`src/rtl/countdown_timer_core.sv`:
```
// BCD countdown engine: minutes setting, run/pause, second prescaler and an alarm
// that can silence itself after ALARM_SECS seconds.
module countdown_timer_core #(
    parameter int unsigned TICK_DIV     = 50000000,
    parameter int unsigned MAX_MINS     = 99,
    parameter int unsigned DEFAULT_MINS = 1,
    parameter int unsigned ALARM_SECS   = 30
) (
    input  logic       CLK,
    input  logic       RST,
    input  logic       up,
    input  logic       dn,
    input  logic       cancel,
    input  logic       start_stop,
    output logic [3:0] secs,
    output logic [3:0] ten_secs,
    output logic [3:0] mins,
    output logic [3:0] ten_mins,
    output logic       alarm_on,
    output logic [1:0] state,
    output logic       tick
);

    localparam int unsigned PW = $clog2(TICK_DIV);
    localparam int unsigned AW = (ALARM_SECS > 1) ? $clog2(ALARM_SECS + 1) : 1;
    localparam logic [PW-1:0] PRESC_TOP = PW'(TICK_DIV - 1);
    localparam logic [3:0] MAX_T = 4'(MAX_MINS / 10);
    localparam logic [3:0] MAX_U = 4'(MAX_MINS % 10);
    localparam logic [3:0] DEF_T = 4'(DEFAULT_MINS / 10);
    localparam logic [3:0] DEF_U = 4'(DEFAULT_MINS % 10);
    localparam logic [3:0] BLANK = 4'd10;

    typedef enum logic [1:0] {
        S_SETTING = 2'd0,
        S_RUNNING = 2'd1,
        S_PAUSED  = 2'd2,
        S_BEEPING = 2'd3
    } state_t;

    state_t        state_q, state_d;
    logic [3:0]    secs_q, secs_d, tsecs_q, tsecs_d, mins_q, mins_d, tmins_q, tmins_d;
    logic [3:0]    tmdisp_q, tmdisp_d;
    logic [7:0]    stored_q, stored_d;
    logic [PW-1:0] presc_q, presc_d;
    logic [AW-1:0] acnt_q, acnt_d;
    logic          alarm_q, alarm_d, tick_q, tick_d;

    logic presc_top, at_max, at_one, time_one, alarm_done, restore;

    assign presc_top  = (presc_q == PRESC_TOP);
    assign at_max     = ({tmins_q, mins_q} == {MAX_T, MAX_U});
    assign at_one     = ({tmins_q, mins_q} == 8'h01);
    assign time_one   = ({tmins_q, mins_q, tsecs_q, secs_q} == 16'h0001);
    assign alarm_done = (ALARM_SECS != 0) && presc_top && ((32'(acnt_q) + 32'd1) == ALARM_SECS);
    // Any transition back into SETTING is a restore; SETTING never restores itself.
    assign restore    = (state_d == S_SETTING) && (state_q != S_SETTING);

    always_ff @(posedge CLK or posedge RST) begin
        if (RST) begin
            state_q  <= S_SETTING;
            secs_q   <= '0;
            tsecs_q  <= '0;
            mins_q   <= DEF_U;
            tmins_q  <= DEF_T;
            tmdisp_q <= (DEF_T == 4'd0) ? BLANK : DEF_T;
            stored_q <= {DEF_T, DEF_U};
            presc_q  <= '0;
            acnt_q   <= '0;
            alarm_q  <= 1'b0;
            tick_q   <= 1'b0;
        end else begin
            state_q  <= state_d;
            secs_q   <= secs_d;
            tsecs_q  <= tsecs_d;
            mins_q   <= mins_d;
            tmins_q  <= tmins_d;
            tmdisp_q <= tmdisp_d;
            stored_q <= stored_d;
            presc_q  <= presc_d;
            acnt_q   <= acnt_d;
            alarm_q  <= alarm_d;
            tick_q   <= tick_d;
        end
    end

    always_comb begin
        state_d = state_q;
        case (state_q)
            S_SETTING: if (start_stop) state_d = S_RUNNING;
            S_RUNNING: begin
                if (cancel)                     state_d = S_SETTING;
                else if (start_stop)            state_d = S_PAUSED;
                else if (presc_top && time_one) state_d = S_BEEPING;
            end
            S_PAUSED: begin
                if (cancel)          state_d = S_SETTING;
                else if (start_stop) state_d = S_RUNNING;
            end
            S_BEEPING: if (cancel || start_stop || alarm_done) state_d = S_SETTING;
            default: state_d = S_SETTING;
        endcase
    end

    always_comb begin
        secs_d   = secs_q;
        tsecs_d  = tsecs_q;
        mins_d   = mins_q;
        tmins_d  = tmins_q;
        stored_d = stored_q;
        presc_d  = presc_q;
        acnt_d   = acnt_q;
        alarm_d  = alarm_q;
        tick_d   = 1'b0;
        if (restore) begin
            secs_d  = '0;
            tsecs_d = '0;
            mins_d  = stored_q[3:0];
            tmins_d = stored_q[7:4];
            presc_d = '0;
            acnt_d  = '0;
            alarm_d = 1'b0;
        end else begin
            case (state_q)
                S_SETTING: begin
                    if (start_stop) begin
                        stored_d = {tmins_q, mins_q};
                        presc_d  = '0;
                    end else if (up && !dn) begin
                        if (at_max) begin
                            tmins_d = '0;
                            mins_d  = 4'd1;
                        end else if (mins_q == 4'd9) begin
                            mins_d  = '0;
                            tmins_d = tmins_q + 4'd1;
                        end else begin
                            mins_d = mins_q + 4'd1;
                        end
                    end else if (dn && !up) begin
                        if (at_one) begin
                            tmins_d = MAX_T;
                            mins_d  = MAX_U;
                        end else if (mins_q == 4'd0) begin
                            mins_d  = 4'd9;
                            tmins_d = tmins_q - 4'd1;
                        end else begin
                            mins_d = mins_q - 4'd1;
                        end
                    end
                end
                S_RUNNING: begin
                    if (!start_stop) begin
                        presc_d = presc_top ? '0 : presc_q + PW'(1);
                        if (presc_top) begin
                            tick_d = 1'b1;
                            if (secs_q != 4'd0) begin
                                secs_d = secs_q - 4'd1;
                            end else begin
                                secs_d = 4'd9;
                                if (tsecs_q != 4'd0) begin
                                    tsecs_d = tsecs_q - 4'd1;
                                end else begin
                                    tsecs_d = 4'd5;
                                    if (mins_q != 4'd0) begin
                                        mins_d = mins_q - 4'd1;
                                    end else begin
                                        mins_d  = 4'd9;
                                        tmins_d = tmins_q - 4'd1;
                                    end
                                end
                            end
                            if (time_one) begin
                                alarm_d = 1'b1;
                                acnt_d  = '0;
                            end
                        end
                    end
                end
                S_BEEPING: begin
                    presc_d = presc_top ? '0 : presc_q + PW'(1);
                    if (presc_top && (ALARM_SECS != 0)) acnt_d = acnt_q + AW'(1);
                end
                default: ;
            endcase
        end
        tmdisp_d = (tmins_d == 4'd0) ? BLANK : tmins_d;
    end

    assign secs     = secs_q;
    assign ten_secs = tsecs_q;
    assign mins     = mins_q;
    assign ten_mins = tmdisp_q;
    assign alarm_on = alarm_q;
    assign state    = state_q;
    assign tick     = tick_q;

endmodule

```
`config.mk`:
```
export PLATFORM = sky130hd
export DESIGN_NAME = countdown_timer_core
export DESIGN_NICKNAME = d
export VERILOG_FILES = /design/src/rtl/countdown_timer_core.sv
export SDC_FILE = /design/constraint.sdc
export NUM_CORES = 1
export LEC_CHECK = 0
export BUFFER_PORTS_ARGS = -buffer_cell sky130_fd_sc_hd__buf_2
export CORE_ASPECT_RATIO = 0.7
export CORE_MARGIN = 5
export CORE_UTILIZATION = 60
export DETAILED_ROUTE_END_ITERATION = 8
export GPL_TIMING_DRIVEN = 0
export HOLD_SLACK_MARGIN = 0.12
export PLACE_DENSITY = 0.79
export REMOVE_ABC_BUFFERS = 1
export SETUP_SLACK_MARGIN = 0.4
export SYNTH_ARGS = -nofsm -noshare
export SYNTH_HDL_FRONTEND = slang
export SYNTH_SLANG_ARGS = --single-unit
```
`constraint.sdc`:
```
create_clock -name CLK -period 3.31 [get_ports CLK]
set_input_delay 0.331 -clock CLK [delete_from_list [all_inputs] [get_ports CLK]]
set_output_delay 0.331 -clock CLK [all_outputs]
set_load 0.03 [all_outputs]
```
---- Word-level counts from Yosys, hierarchy flattened ----
Index checks and enable logic that the tools add are counted.
Widths: inputs -> output; s select.
storage, ports and cells
  register bits ........................... 63
  latch bits .............................. 0
  memory bits (writable) .................. 0
  ROM bits ................................ 0
  output and inout port bits .............. 20
  word-level logic and storage cells ...... 138
  memories kept ........................... 0
cells by class
  add/sub/neg operators ................... 9
  multipliers ............................. 0
  divide/modulo/power cells ............... 0
  $lt $le $gt $ge ......................... 0
  equality and inequality tests ........... 20
  shifts and indexed selects .............. 0
  mux-type cells .......................... 67
  bitwise gates (word level) .............. 1
  reductions and logical operators ........ 30
operators with widths
  kind                   count
  $mux 4                 38
  $mux 26                4
  $pmux 26 s3            1
  $add 26x1->26 const B  1
  $eq 26x26->1 const B   1
  $mux 5                 5
  $ne 3x3->1 const B     8
  $eq 16x1->1 const B    1
  $pmux 4 s2             2
  $reduce_bool 4->1      4
  $sub 4x1->4 const B    4
  $mux 2                 6
  $pmux 5 s2             1
  $mux 1                 9
  $reduce_and 3->1       3
  $add 4x1->4 const B    2
  $eq 8x1->1 const B     1
  $eq 8x8->1 const B     1
  $logic_not 4->1        2
  $pmux 2 s4             1
  $reduce_and 4->1       2
  $reduce_bool 2->1      4
  $reduce_and 7->1       1
  $add 5x1->6 const B    1
  other kinds (15)       24

---- Longest topological paths before layout ----
  word-level depth ........................ 11
  mapped depth ............................ 11
  mapped depth without buffers ............ 10

---- Worst setup path before layout ----
Ideal clock, no wire load.
  path type ............................... flip-flop to flip-flop
  start point ............................. reg mins_q[1] (netlist: mins[1])
  end point ............................... reg tmdisp_q[3] (netlist: ten_mins[3])
  library setup time ...................... 78 ps
  data arrival time ....................... 2588 ps
  data required time ...................... 3232 ps
  setup slack ............................. 644 ps
  stages on the path, launching flop included .. 9
  path buffers ............................ 0
  period minus slack after synthesis ...... 2666 ps
  cell sequence ........................... dfrtp_1 > inv_1 > ha_1 > or3b_2 > nor4_1 > a21oi_1 > o311ai_0 > mux2i_1 > a31o_1
on the way
  longest elaborated chain between the ends .. 11
RTL lines
  item                    RTL line  RTL
  from (decl)             41        logic [3:0] secs_q, secs_d, tsecs_q, tsecs_d, mins_q, mins_d, tmins_q, tmins_d;
  from (signal assigned)  75        mins_q <= mins_d;
  $eq 16x1->1             53        assign time_one = ({tmins_q, mins_q, tsecs_q, secs_q} == 16'h0001);
  $logic_and 1x1->1       93        else if (presc_top && time_one) state_d = S_BEEPING;
  $mux 2                  93
  $mux 2                  92        else if (start_stop) state_d = S_PAUSED;
  $mux 2                  91        if (cancel) state_d = S_SETTING;
  $pmux 2 s4              88        case (state_q)
  $logic_not 2->1         56        assign restore = (state_d == S_SETTING) && (state_q != S_SETTING);
  $logic_and 1x1->1       56
  $mux 4 (*)              114       if (restore) begin
  $logic_not 4->1         185       tmdisp_d = (tmins_d == 4'd0) ? BLANK : tmins_d;
  $mux 4 (*)              185
  named net tmdisp_d[3]   42        logic [3:0] tmdisp_q, tmdisp_d;
  to (signal assigned)    65        tmdisp_q <= (DEF_T == 4'd0) ? BLANK : DEF_T;
  to (signal assigned)    77        tmdisp_q <= tmdisp_d;
  to (decl)               42
Mark *: on every way through the listed nets, which the timed path passes. The rest lies on a longest branch.
A chain may end at the register's enable or synchronous reset.

---- Worst setup path after layout ----
  start point ............................. reg tmins_q[0]
  end point ............................... reg tmdisp_q[1] (netlist: ten_mins[1])
on the way
  longest elaborated chain between the ends .. 11
RTL lines
  item                                                 RTL line  RTL
  from (decl)                                          41
  from (signal assigned)                               76        tmins_q <= tmins_d;
  branches (longest 8 deep; another with $sub 4x1->4)  -
  $mux 4 (*)                                           114
  named net tmins_d[2]                                 41
  $logic_not 4->1 (*)                                  185
  $mux 4 (*)                                           185
  named net tmdisp_d[1]                                42
Mark *: on every way through the listed nets, which the timed path passes.

==> metrics.txt <==
Critical Path RT 3.57 ns; GRT Util Overall 0.245; largest net degree at the start of global routing 41; Initial DRC Count 271; post-synthesis cell area 4000 sq um; area delta synth->final 15.0%; syn avg cell area between 9 and 10 sq um; register share of total power 0.382; FF+latch count, synth between 60 and 70; RSZ-0062 raised after global routing no; total clock buffers created by CTS 9; minimum clock period about 2.8 ns; number of flops mapped to enable cells by yosys 0; fin. max-slew vios 0; Final Hold Viols 0; final setup fails 0; PortBufs 25; # H-tree levels 3; Clock Sinks 63; DR vias/cell slightly above 6; fraction of layout cells with a size suffix above 1 0.218; Crit path max-delay family simple AND/OR/NAND/NOR gates; DR WL/cell around 17 microns; Final WS setup 0.532 ns; Unique masters post-synth 70; Chip Height about 78 microns; num ports 26; routed vias around 3,500; ys flop type dfrtp_1; max-cap viol count 0; Peak supply drop between 400 and 500 uV; Sw Share 0.408; power density cells between 600 and 700 nW/um^2; final net count 492; RePlAce Congestion around 0.97; metal3 WL around 710 microns; met2 wire length around 4300 microns; clock root cell clkbuf_8; Slowest cell on crit path or3b_2; Reg clk slew, reported paths 0.08 ns; global route total overflow 0; Tcrit/Tclk final 0.839; die area about 8400 sq um; post-route ant nets 0; Routed met1 length 4660 microns; Final HPWL DP roughly 6500 microns; initial core utilization 0.629; worst path cell trace inv_2 > ha_1 > or3b_2 > or2_2 > a311oi_2 > o21ai_1 > mux2i_2 > inv_1 > o31ai_2; Area after DPL 4170 sq um; Logic pwr share 0.387; status complete, no violations; DRT Pass-1 Iters 7; Filler Cell Count between 400 and 500; Mapped Cells approximately 440; Max Freq around 0.36 GHz; CP endpoint kind flip-flop; ys async rst share 1.00; first-pass GRT wire length about 17,000 microns; design area ~4600 sq um; Core Area between 6000 and 7000 sq um; total wire length 9820 microns; critical path arrival roughly 3 ns; CP bufs+invs 2; vias in the first global route 3,317; Hold Crit Class input pin to flip-flop; CTS tree done; P_int 1.70 mW; Seq. cell area 1580 sq um; Startpoint Class flip-flop; latest clock arrival within the worst-skew pair roughly 0.34 ns; uppermost layer routed met4; crit-path max FO 8; leakage power between 1.5 and 2 nW; dpl ws -0.379 ns; Cell Rows 24; Die W 108 microns; warnings from Yosys 0; sequential area share after synthesis 0.395; Critical Path Max Stage Delay about 0.54 ns; initial antenna violation count 0; Longest Clk Path Bufs 2; DRC viols 0; clock share of power 0.232; Sw Pwr between 1 and 1.5 mW; Slew Limit Headroom 0.409; Setup Skew just under 0.009 ns; Multi-input gate area 2380 sq um; WS Path Type flip-flop to flip-flop; Antenna diodes 0; Slew @ Worst Pin 0.884 ns
[cell usage after synthesis, types with 3 or more instances]
master | instances | area (sq um)
nor3_1 | 7 | 35.0
a311oi_1 | 3 | 26.3
nor2b_1 | 6 | 37.5
xor2_1 | 15 | 131
or4_1 | 3 | 22.5
o211ai_1 | 3 | 22.5
a31oi_1 | 3 | 18.8
nor4_1 | 7 | 43.8
and3_1 | 8 | 50.1
dfrtp_1 | 59 | 1480
or2_2 | 4 | 25.0
ha_1 | 14 | 175
a21oi_1 | 16 | 80.1
o21a_1 | 3 | 22.5
mux2_2 | 8 | 90.1
nor3b_1 | 5 | 37.5
mux2i_1 | 7 | 70.1
o21ai_0 | 29 | 145
buf_4 | 3 | 22.5
nand4_1 | 6 | 37.5
or4bb_1 | 3 | 33.8
nand4b_1 | 3 | 26.3
nand2b_1 | 8 | 50.1
nand2_1 | 37 | 139
and2_1 | 4 | 25.0
nor2_1 | 46 | 173
a21o_1 | 3 | 22.5
nand3_1 | 25 | 125
clkbuf_1 | 9 | 33.8
dfstp_2 | 4 | 105
nand3b_1 | 5 | 37.5
inv_1 | 22 | 82.6
xnor2_1 | 5 | 43.8
or3b_2 | 5 | 43.8
o31ai_1 | 8 | 60.1
[kinds of logic after synthesis]
logic type,count (synthesis),share of synthesized area
and+or+nand+nor,194,0.265
AOI/OAI and AO/OA,96,0.168
DFF,63,0.395
buffers and inverters,39,0.0438
xor gates and xnor gates,20,0.0438
muxes,15,0.0400
adders and majority gates,14,0.0438
[power by group through the flow]
stage,Sequential [mW],Combinational (mW),Clock (mW)
final,1.09,1.11,0.664
after global routing,1.11,1.21,0.724
after CTS,1.08,1.01,0.679
after detailed placement,1.09,0.952,0
after global placement,1.08,0.935,0
after floorplan,1.14,0.615,0
[path summary, 6_finish.rpt]
path                       depth (start not counted)   startpoint  slack [ns]           to
hold reg to reg                                    2  stored_q[0]        0.46      mins[0]
setup / recovery                                   9   tmins_q[0]        0.53  ten_mins[1]
max in group asynchronous                          4          RST        2.12     state[0]
setup reg to reg                                   9   tmins_q[0]        0.53  ten_mins[1]
hold / removal                                     2       cancel        0.29     state[1]
min in group asynchronous                          3          RST        0.57   tmins_q[1]
[final cells by class]
cell class | instances | share of cell area
clock buffers | 9 | 0.0269
clock inverters | 7 | 0.0160
inverters | 22 | 0.0179
multi-input cells | 340 | 0.517
flip-flops and latches | 63 | 0.344
well taps | 91 | 0.0247
repair buffers | 36 | 0.0527
[sequential cells by signal, indices dropped and copies added (netlist names)]
name and cells:
acnt_q 5, alarm_on 1, mins 4, presc_q 26, secs 4, state 2, stored_q 8, ten_mins 4
ten_secs 4, tick 1, tmins_q 4
[repair_timing]
action,4_1_cts,5_1_grt
hold buffers,1,0
setup endpoints to repair,52,32
pin swaps,3,4
buffers inserted,9,0
gates cloned,1,0
gates resized for setup,7,21
hold endpoints to repair,19,0
[layer usage]
layer  global-route usage  vias to the layer above
met5                    0                        -
met4               0.0744                        0
met3               0.0541                       17
met2                0.362                      145
met1                0.361                     1695
li1                     -                     1657
[layout by cell type (no fill, tap or decap), drive strengths merged, types with 8 or more instances in the layout]
cell type,n
dfrtp,59
nor2,47
nand2,37
buf,35
o21ai,31
nand3,25
inv,22
a21oi,18
xor2,15
ha,14
clkbuf,9
o31ai,9
nor4,9
nand2b,8
and3,8
mux2,8
[per-stage QoR]
stage | std cells | hold slack (ns) | total power [mW] | utilization | setup TNS, ns
4_1_cts | 568 | 0.260 | 2.77 | 0.709 | 0
3_5_place_dp | 541 | 0.404 | 2.04 | 0.655 | -7.75
2_1_floorplan | 424 | 0.404 | 1.76 | - | 0
5_1_grt | 568 | 0.267 | 3.04 | 0.723 | 0
3_3_place_gp | 540 | 0.450 | 2.01 | 0.652 | -5.47
6_report | 568 | 0.288 | 2.86 | 0.723 | 0
[worst reg2reg max path: stages (launching register included)]
cell and delay [ns]:
dfrtp_2 0.48, inv_2 0.13, ha_1 0.23, or3b_2 0.54, or2_2 0.37, a311oi_2 0.27, o21ai_1 0.14, mux2i_2 0.21
inv_1 0.09, o31ai_2 0.24
Note: power is estimated with default switching activity, not from simulation.
